## src/rtl/seq_match_window_counter_pkg.sv

```systemverilog
// Shared definitions for the match window counter: FSM state encoding
// and the default window/count geometry.
package seq_match_window_counter_pkg;

  typedef enum logic {
    ST_IDLE  = 1'b0,
    ST_COUNT = 1'b1
  } state_e;

  localparam int DEF_WIN_LEN = 16;
  localparam int DEF_CNT_W   = 5;

endpackage : seq_match_window_counter_pkg

```

## src/rtl/seq_match_window_counter.sv

```systemverilog
// Counts one-cycle match flags from the sequence detector over fixed windows
// of WIN_LEN cycles and publishes each window's saturated count through a
// valid/ready output register. Unconsumed results are overwritten and flagged.
module seq_match_window_counter
  import seq_match_window_counter_pkg::*;
#(
  parameter int WIN_LEN = DEF_WIN_LEN,
  parameter int CNT_W   = DEF_CNT_W
) (
  input  logic             clk,
  input  logic             reset,
  input  logic             z,
  input  logic             en,
  input  logic             out_ready,
  output logic             out_valid,
  output logic [CNT_W-1:0] out_count,
  output logic             out_ovr,
  output logic             busy
);

  localparam int IDX_W = $clog2(WIN_LEN);

  state_e             r_state;
  logic [IDX_W-1:0]   r_win_idx;
  logic [CNT_W-1:0]   r_cnt;
  logic               r_busy;
  logic               r_out_valid;
  logic [CNT_W-1:0]   r_out_count;
  logic               r_out_ovr;

  logic [CNT_W-1:0]   w_cnt_max;
  logic [CNT_W-1:0]   w_sum;
  logic               w_last;
  logic               w_capture;
  logic               w_transfer;

  // Saturating running count including this cycle's match flag.
  assign w_cnt_max  = '1;
  assign w_sum      = (r_cnt == w_cnt_max) ? r_cnt : r_cnt + CNT_W'(z);
  assign w_last     = (r_win_idx == IDX_W'(WIN_LEN - 1));
  assign w_capture  = (r_state == ST_COUNT) && en && w_last;
  assign w_transfer = r_out_valid && out_ready;

  // Window FSM, match counter and output register with valid/ready handshake.
  // NOTE: sequential state uses non-blocking assignments so every register
  // samples the pre-edge values of the others, matching hardware behaviour.
  always_ff @(posedge clk) begin
    if (!reset) begin
      r_state     <= ST_IDLE;
      r_win_idx   <= '0;
      r_cnt       <= '0;
      r_busy      <= 1'b0;
      r_out_valid <= 1'b0;
      r_out_count <= '0;
      r_out_ovr   <= 1'b0;
    end else begin
      unique case (r_state)
        ST_IDLE: begin
          if (en) begin
            // This cycle is sample 0 of the new window.
            r_state   <= ST_COUNT;
            r_busy    <= 1'b1;
            r_win_idx <= IDX_W'(1);
            r_cnt     <= CNT_W'(z);
          end
        end
        ST_COUNT: begin
          if (!en) begin
            // Abort: discard the partial window, leave the result untouched.
            r_state   <= ST_IDLE;
            r_busy    <= 1'b0;
            r_win_idx <= '0;
            r_cnt     <= '0;
          end else if (w_last) begin
            // Back-to-back: next window's sample 0 is the following cycle.
            r_win_idx <= '0;
            r_cnt     <= '0;
          end else begin
            r_win_idx <= r_win_idx + IDX_W'(1);
            r_cnt     <= w_sum;
          end
        end
        default: begin
          r_state <= ST_IDLE;
          r_busy  <= 1'b0;
        end
      endcase

      // A capture wins over a concurrent transfer and keeps out_valid high.
      if (w_capture) begin
        r_out_valid <= 1'b1;
        r_out_count <= w_sum;
        r_out_ovr   <= r_out_valid && !out_ready;
      end else if (w_transfer) begin
        r_out_valid <= 1'b0;
      end
    end
  end

  assign out_valid = r_out_valid;
  assign out_count = r_out_count;
  assign out_ovr   = r_out_ovr;
  assign busy      = r_busy;

endmodule : seq_match_window_counter
```

## config.mk

```make
export PLATFORM = sky130hd
export DESIGN_NAME = seq_match_window_counter
export DESIGN_NICKNAME = d
export VERILOG_FILES = /design/src/rtl/seq_match_window_counter_pkg.sv /design/src/rtl/seq_match_window_counter.sv
export SDC_FILE = /design/constraint.sdc
export NUM_CORES = 1
export LEC_CHECK = 0
export CORE_UTILIZATION = 45
export DETAILED_ROUTE_END_ITERATION = 10
export PLACE_DENSITY = 0.74
export SETUP_SLACK_MARGIN = 0.2
export SLEW_MARGIN = 20
export SYNTH_ARGS = -nofsm -noshare
export SYNTH_HDL_FRONTEND = slang
export SYNTH_SLANG_ARGS = --single-unit
```

## constraint.sdc

```tcl
create_clock -name clk -period 1.4 [get_ports clk]
set_clock_uncertainty 0.1 [all_clocks]
set_input_delay 0.42 -clock clk [delete_from_list [all_inputs] [get_ports clk]]
set_output_delay 0.42 -clock clk [all_outputs]
set_load 0.02 [all_outputs]
```

* Word level (Yosys, flattened, before mapping) *
Index checks and enable logic that the tools add are counted.

storage, ports and cells
  bits in registers = 18
  word-level logic and storage cells = 36

operators by class
  equality and inequality tests = 4
  reduce and logical (&&, ||, !) cells = 7
  add/sub/neg operators = 2
  bitwise operators = 1
  mux-type cells = 15

operator list
  kind                                                           count
  5-bit 2-to-1 mux                                               4
  4-bit 2-to-1 mux                                               3
  5-bit one-hot mux with 2 select lines                          1
  4-bit one-hot mux with 2 select lines                          1
  5-bit by 1-bit adder with 5-bit output                         1
  5-bit equality test, second input constant                     1
  1-bit 2-to-1 mux                                               5
  4-bit by 1-bit adder with 4-bit output, second input constant  1
  4-bit equality test, second input constant                     1
  1-bit logical AND                                              4
  2-bit != test, second input constant                           2
  1-bit one-hot mux with 2 select lines                          1
  2-bit AND reduction                                            1
  2-bit nonzero test                                             1
  1-bit zero test                                                1
  1-bit NOT                                                      1

* Logic depth before layout (Yosys ltp) *
  depth after elaboration = 5
  depth in mapped cells = 6
  gate-level depth less buffers = 5

* Worst setup path before layout *
Ideal clock, no wire load.

  kind = in2reg
  start = input port en
  end = register r_win_idx[3]
  data required time = 1.226 ns
  slack = -0.066 ns
  stages = 4
  buffers on the path = 0
  data arrival time = 1.292 ns
  cell sequence = inv_1 ha_1 or4b_1 a31oi_1

between the ends
  cells in the longest elaborated chain, start to end = 2
  elaborated cells between the ends (all ways) = 3

RTL lines
  what                                   RTL line                        source
  from (decl)                            seq_match_window_counter.sv:13  input logic en,
  4-bit 2-to-1 mux                       seq_match_window_counter.sv:68  if (!en) begin
  4-bit one-hot mux with 2 select lines  seq_match_window_counter.sv:57  unique case (r_state)
  to (signal assigned)                   seq_match_window_counter.sv:79  r_win_idx <= r_win_idx + IDX_W'(1);
  to (decl)                              seq_match_window_counter.sv:24  logic [IDX_W-1:0] r_win_idx;

Parallel ways exist; a longest one is shown, timed or not.
A chain may end at the register's enable or synchronous reset.

* Final worst setup path *
  start = register r_state
  end = register r_win_idx[3]

between the ends
  cells in the longest elaborated chain, start to end = 2
  elaborated cells between the ends (all ways) = 3

RTL lines
  what                                                                           RTL line                        source
  from (decl)                                                                    seq_match_window_counter.sv:23  state_e r_state;
  from (signal assigned)                                                         seq_match_window_counter.sv:49  r_state <= ST_IDLE;
  from (signal assigned)                                                         seq_match_window_counter.sv:61  r_state <= ST_COUNT;
  from (signal assigned)                                                         seq_match_window_counter.sv:70  r_state <= ST_IDLE;
  1-bit NOT                                                                      n/a
  4-bit one-hot mux with 2 select lines / 2-bit != test (equally long branches)  n/a

Parallel ways exist; a longest one is shown, timed or not.

==> impl_metrics.env <==
export IMPL_floorplan_initialDensity=0.489
export IMPL_grt_pass1_wl_um=3840
export IMPL_yosys_most_used_dff="dfxtp_1"
export IMPL_via_count=892
export IMPL_yosysWarnings=0
export IMPL_critPathLaunchType="flop"
export IMPL_gr_total_overflow=0
export IMPL_path_class="reg2reg"
export IMPL_cts_tree="built"
export IMPL_synth_area_leader_cell="dfxtp_1"
export IMPL_powerDensity_nw_per_um2=697
export IMPL_synth_cells=98
export IMPL_rsz0062_at_grt="yes"
export IMPL_synth_seq_cells=18
export IMPL_num_antenna_cells=0
export IMPL_path_cells="inv_4 > ha_4 > or4b_1 > a31oi_1"
export IMPL_holdWs_ns=0.403
export IMPL_die_x_um=45.5
export IMPL_netlist_top_cells_area="dfxtp_1 42%, ha_1 7.3%, a31oi_1 5.1%"
export IMPL_max_stage_delay_ns=0.49
export IMPL_gp_congestion=0.832
export IMPL_relSlewSlack=0.838
export IMPL_max_cap_viol_count=0
export IMPL_critical_path_max_fanout=5
export IMPL_endpoint_kind="flop"
export IMPL_grt_pass1_vias=846
export IMPL_syn_area_per_cell_um2=8.71
export IMPL_fin_crit_ns=1.39
export IMPL_synth_seq_area_share=0.422
export IMPL_die_h_um=45.5
export IMPL_ys_types=32
export IMPL_status="finished, final reports clean"
export IMPL_syn_area_um2=853
export IMPL_worstPathRequired_ns=1.53
export IMPL_grt_max_degree=11
export IMPL_setup_viol=0
export IMPL_first_pass_iters=5
export IMPL_cts_root_buf="clkbuf_4"
export IMPL_hp_class="reg2reg"
export IMPL_area_growth_pct=61.6
export IMPL_netlist_area_leader_share=0.422
export IMPL_max_freq_mhz=720
export IMPL_die_area_um2=2070
export IMPL_cts_sinks=18
export IMPL_cts_buffers=3
export IMPL_critPathBufInv=1
export IMPL_antenna_found_initial=0
export IMPL_async_flop_share=0
export IMPL_design_area_um2=1380
export IMPL_grtUsageTotal=0.263
export IMPL_cp_top_family="simple AND/OR/NAND/NOR gates"
export IMPL_fill_cells=113
export IMPL_min_period_over_period=0.991
export IMPL_wl_per_cell_um=15.9
export IMPL_route_detailed_drc=0
export IMPL_clk_latency_ns=0.30
export IMPL_final_max_slew_violation_count=0
export IMPL_multi_input_area_um2=587
export IMPL_cp_slowest_cell="or4b_1"
export IMPL_port_buffers=12
export IMPL_core_area_um2=1750
export IMPL_ir_worst_vdd_mv=0.665
export IMPL_clkTransAtPathRegs_ns=0.10
export IMPL_cts_hold_buf=0
export IMPL_drive_gt1_frac=0.568
export IMPL_synth_edf_count=0
export IMPL_arrival_ns=1.52
export IMPL_postRouteAntennaNets=0
export IMPL_viasPerCell=5.68
export IMPL_nets=144
export IMPL_rows=15
export IMPL_postSynthNetCount=108
export IMPL_worst_slew_pin_slew_ns=0.243
export IMPL_finalHoldViolCount=0
export IMPL_dpl_instance_area_um2=1180
export IMPL_clk_path_buf_depth=2
export IMPL_setup_tns_final_ns=0
export IMPL_leakage_nw=0.525
export IMPL_htreeDepth=1
export IMPL_ios=13
export IMPL_routed_wl_um=2500
export IMPL_regArea_um2=383
export IMPL_dpl_hpwl_um=1610
export IMPL_drtIter0Drc=47
## power by group
part	internal [mW]	switching (mW)	leakage, nW	total [mW]
Combinational	0.0852	0.0815	0.359	0.167
Sequential	0.521	0.0121	0.152	0.533
Clock	0.100	0.162	0.0138	0.262
## stage by stage
| step | power [mW] | instances | util | setup slack (ns) |
|---|---|---|---|---|
| after detailed placement | 0.682 | 147 | 0.679 | -0.690 |
| after global placement | 0.675 | 147 | 0.679 | -0.636 |
| after CTS | 0.954 | 154 | 0.753 | 0.0155 |
| after global routing | 0.990 | 157 | 0.790 | -0.0287 |
| final | 0.961 | 157 | 0.790 | 0.0120 |
| after floorplan | 0.614 | 98 | - | 0.0531 |
## layout make-up
class | instances | area share
inverter | 6 | 0.0272
sequential | 18 | 0.278
clock buffer | 3 | 0.0163
multi-input combinational | 70 | 0.426
tap | 25 | 0.0227
timing repair buffer | 35 | 0.230
## placed cells by master, fill, tap and decap left out, drive strengths merged, types with 3 or more instances in the layout
cell type / synthesis / final
a211oi: 3 / 3
a21oi: 6 / 6
a31oi: 7 / 7
buf: 2 / 33
clkbuf: 2 / 3
dfxtp: 18 / 18
ha: 5 / 5
inv: 6 / 6
nand2: 7 / 7
nand3: 8 / 8
nor2: 3 / 3
o21ai: 9 / 9
o22ai: 3 / 3
## state kept, by name (all words and copies together), names as in the netlist
signal and cells:
r_state 1, r_win_idx 4, busy 1, out_valid 1, r_cnt 5, out_ovr 1
out_count 5
## cell families (layout without fill, tap and decap cells)
logic type | Yosys count | count (layout) | synth area share
multiplexers | 1 | 1 | 0.0117
XOR/XNOR | 1 | 1 | 0.0103
AND/OR/NAND/NOR | 30 | 30 | 0.198
flip-flops | 18 | 18 | 0.422
AO/OA/AOI/OAI | 33 | 33 | 0.238
adder cells (fa/ha/maj) | 5 | 5 | 0.0733
buffers and inverters | 10 | 44 | 0.0469
## cells in the mapped netlist (all sizes together) (2+ instances only)
master,n
a21oi,6
nand4,2
a31oi,7
o22ai,3
ha,5
a211oi,3
nand3,8
nor2b,2
inv,6
and2,2
dfxtp,18
o21ai,9
clkbuf,2
nor2,3
nand2,7
buf,2
## worst paths after layout
| kind | slack, ns | to | start | cells after the start |
|---|---|---|---|---|
| min reg2reg | 0.40 | busy | r_state | 1 |
| min | 0.40 | busy | r_state | 1 |
| max | 0.01 | r_win_idx[3] | r_state | 4 |
| max reg2reg | 0.01 | r_win_idx[3] | r_state | 4 |
## worst reg2reg max path, cell delays in order, from the launching register on
cell	delay [ns]
dfxtp_4	0.39
inv_4	0.04
ha_4	0.17
or4b_1	0.49
a31oi_1	0.13
## what timing repair did
| action | CTS | global route |
|---|---|---|
| pin swaps | 5 | 5 |
| endpoints found under the setup margin | 26 | 24 |
| setup buffers | 4 | 3 |
| endpoints found under the hold margin | 0 | 0 |
| gates resized for setup | 84 | 13 |
## layer usage
metal / global-route usage / share of wire / routed length (um) / up-vias
li1: - / - / - / 430
met5: 0 / 0 / 0 / -
met2: 0.446 / 0.50 / 1250 / 29
met3: 0.0278 / 0.039 / 98 / 4
met4: 0.139 / 0.017 / 42 / 0
met1: 0.323 / 0.44 / 1110 / 429
Note: power is estimated with default switching activity, not from simulation.
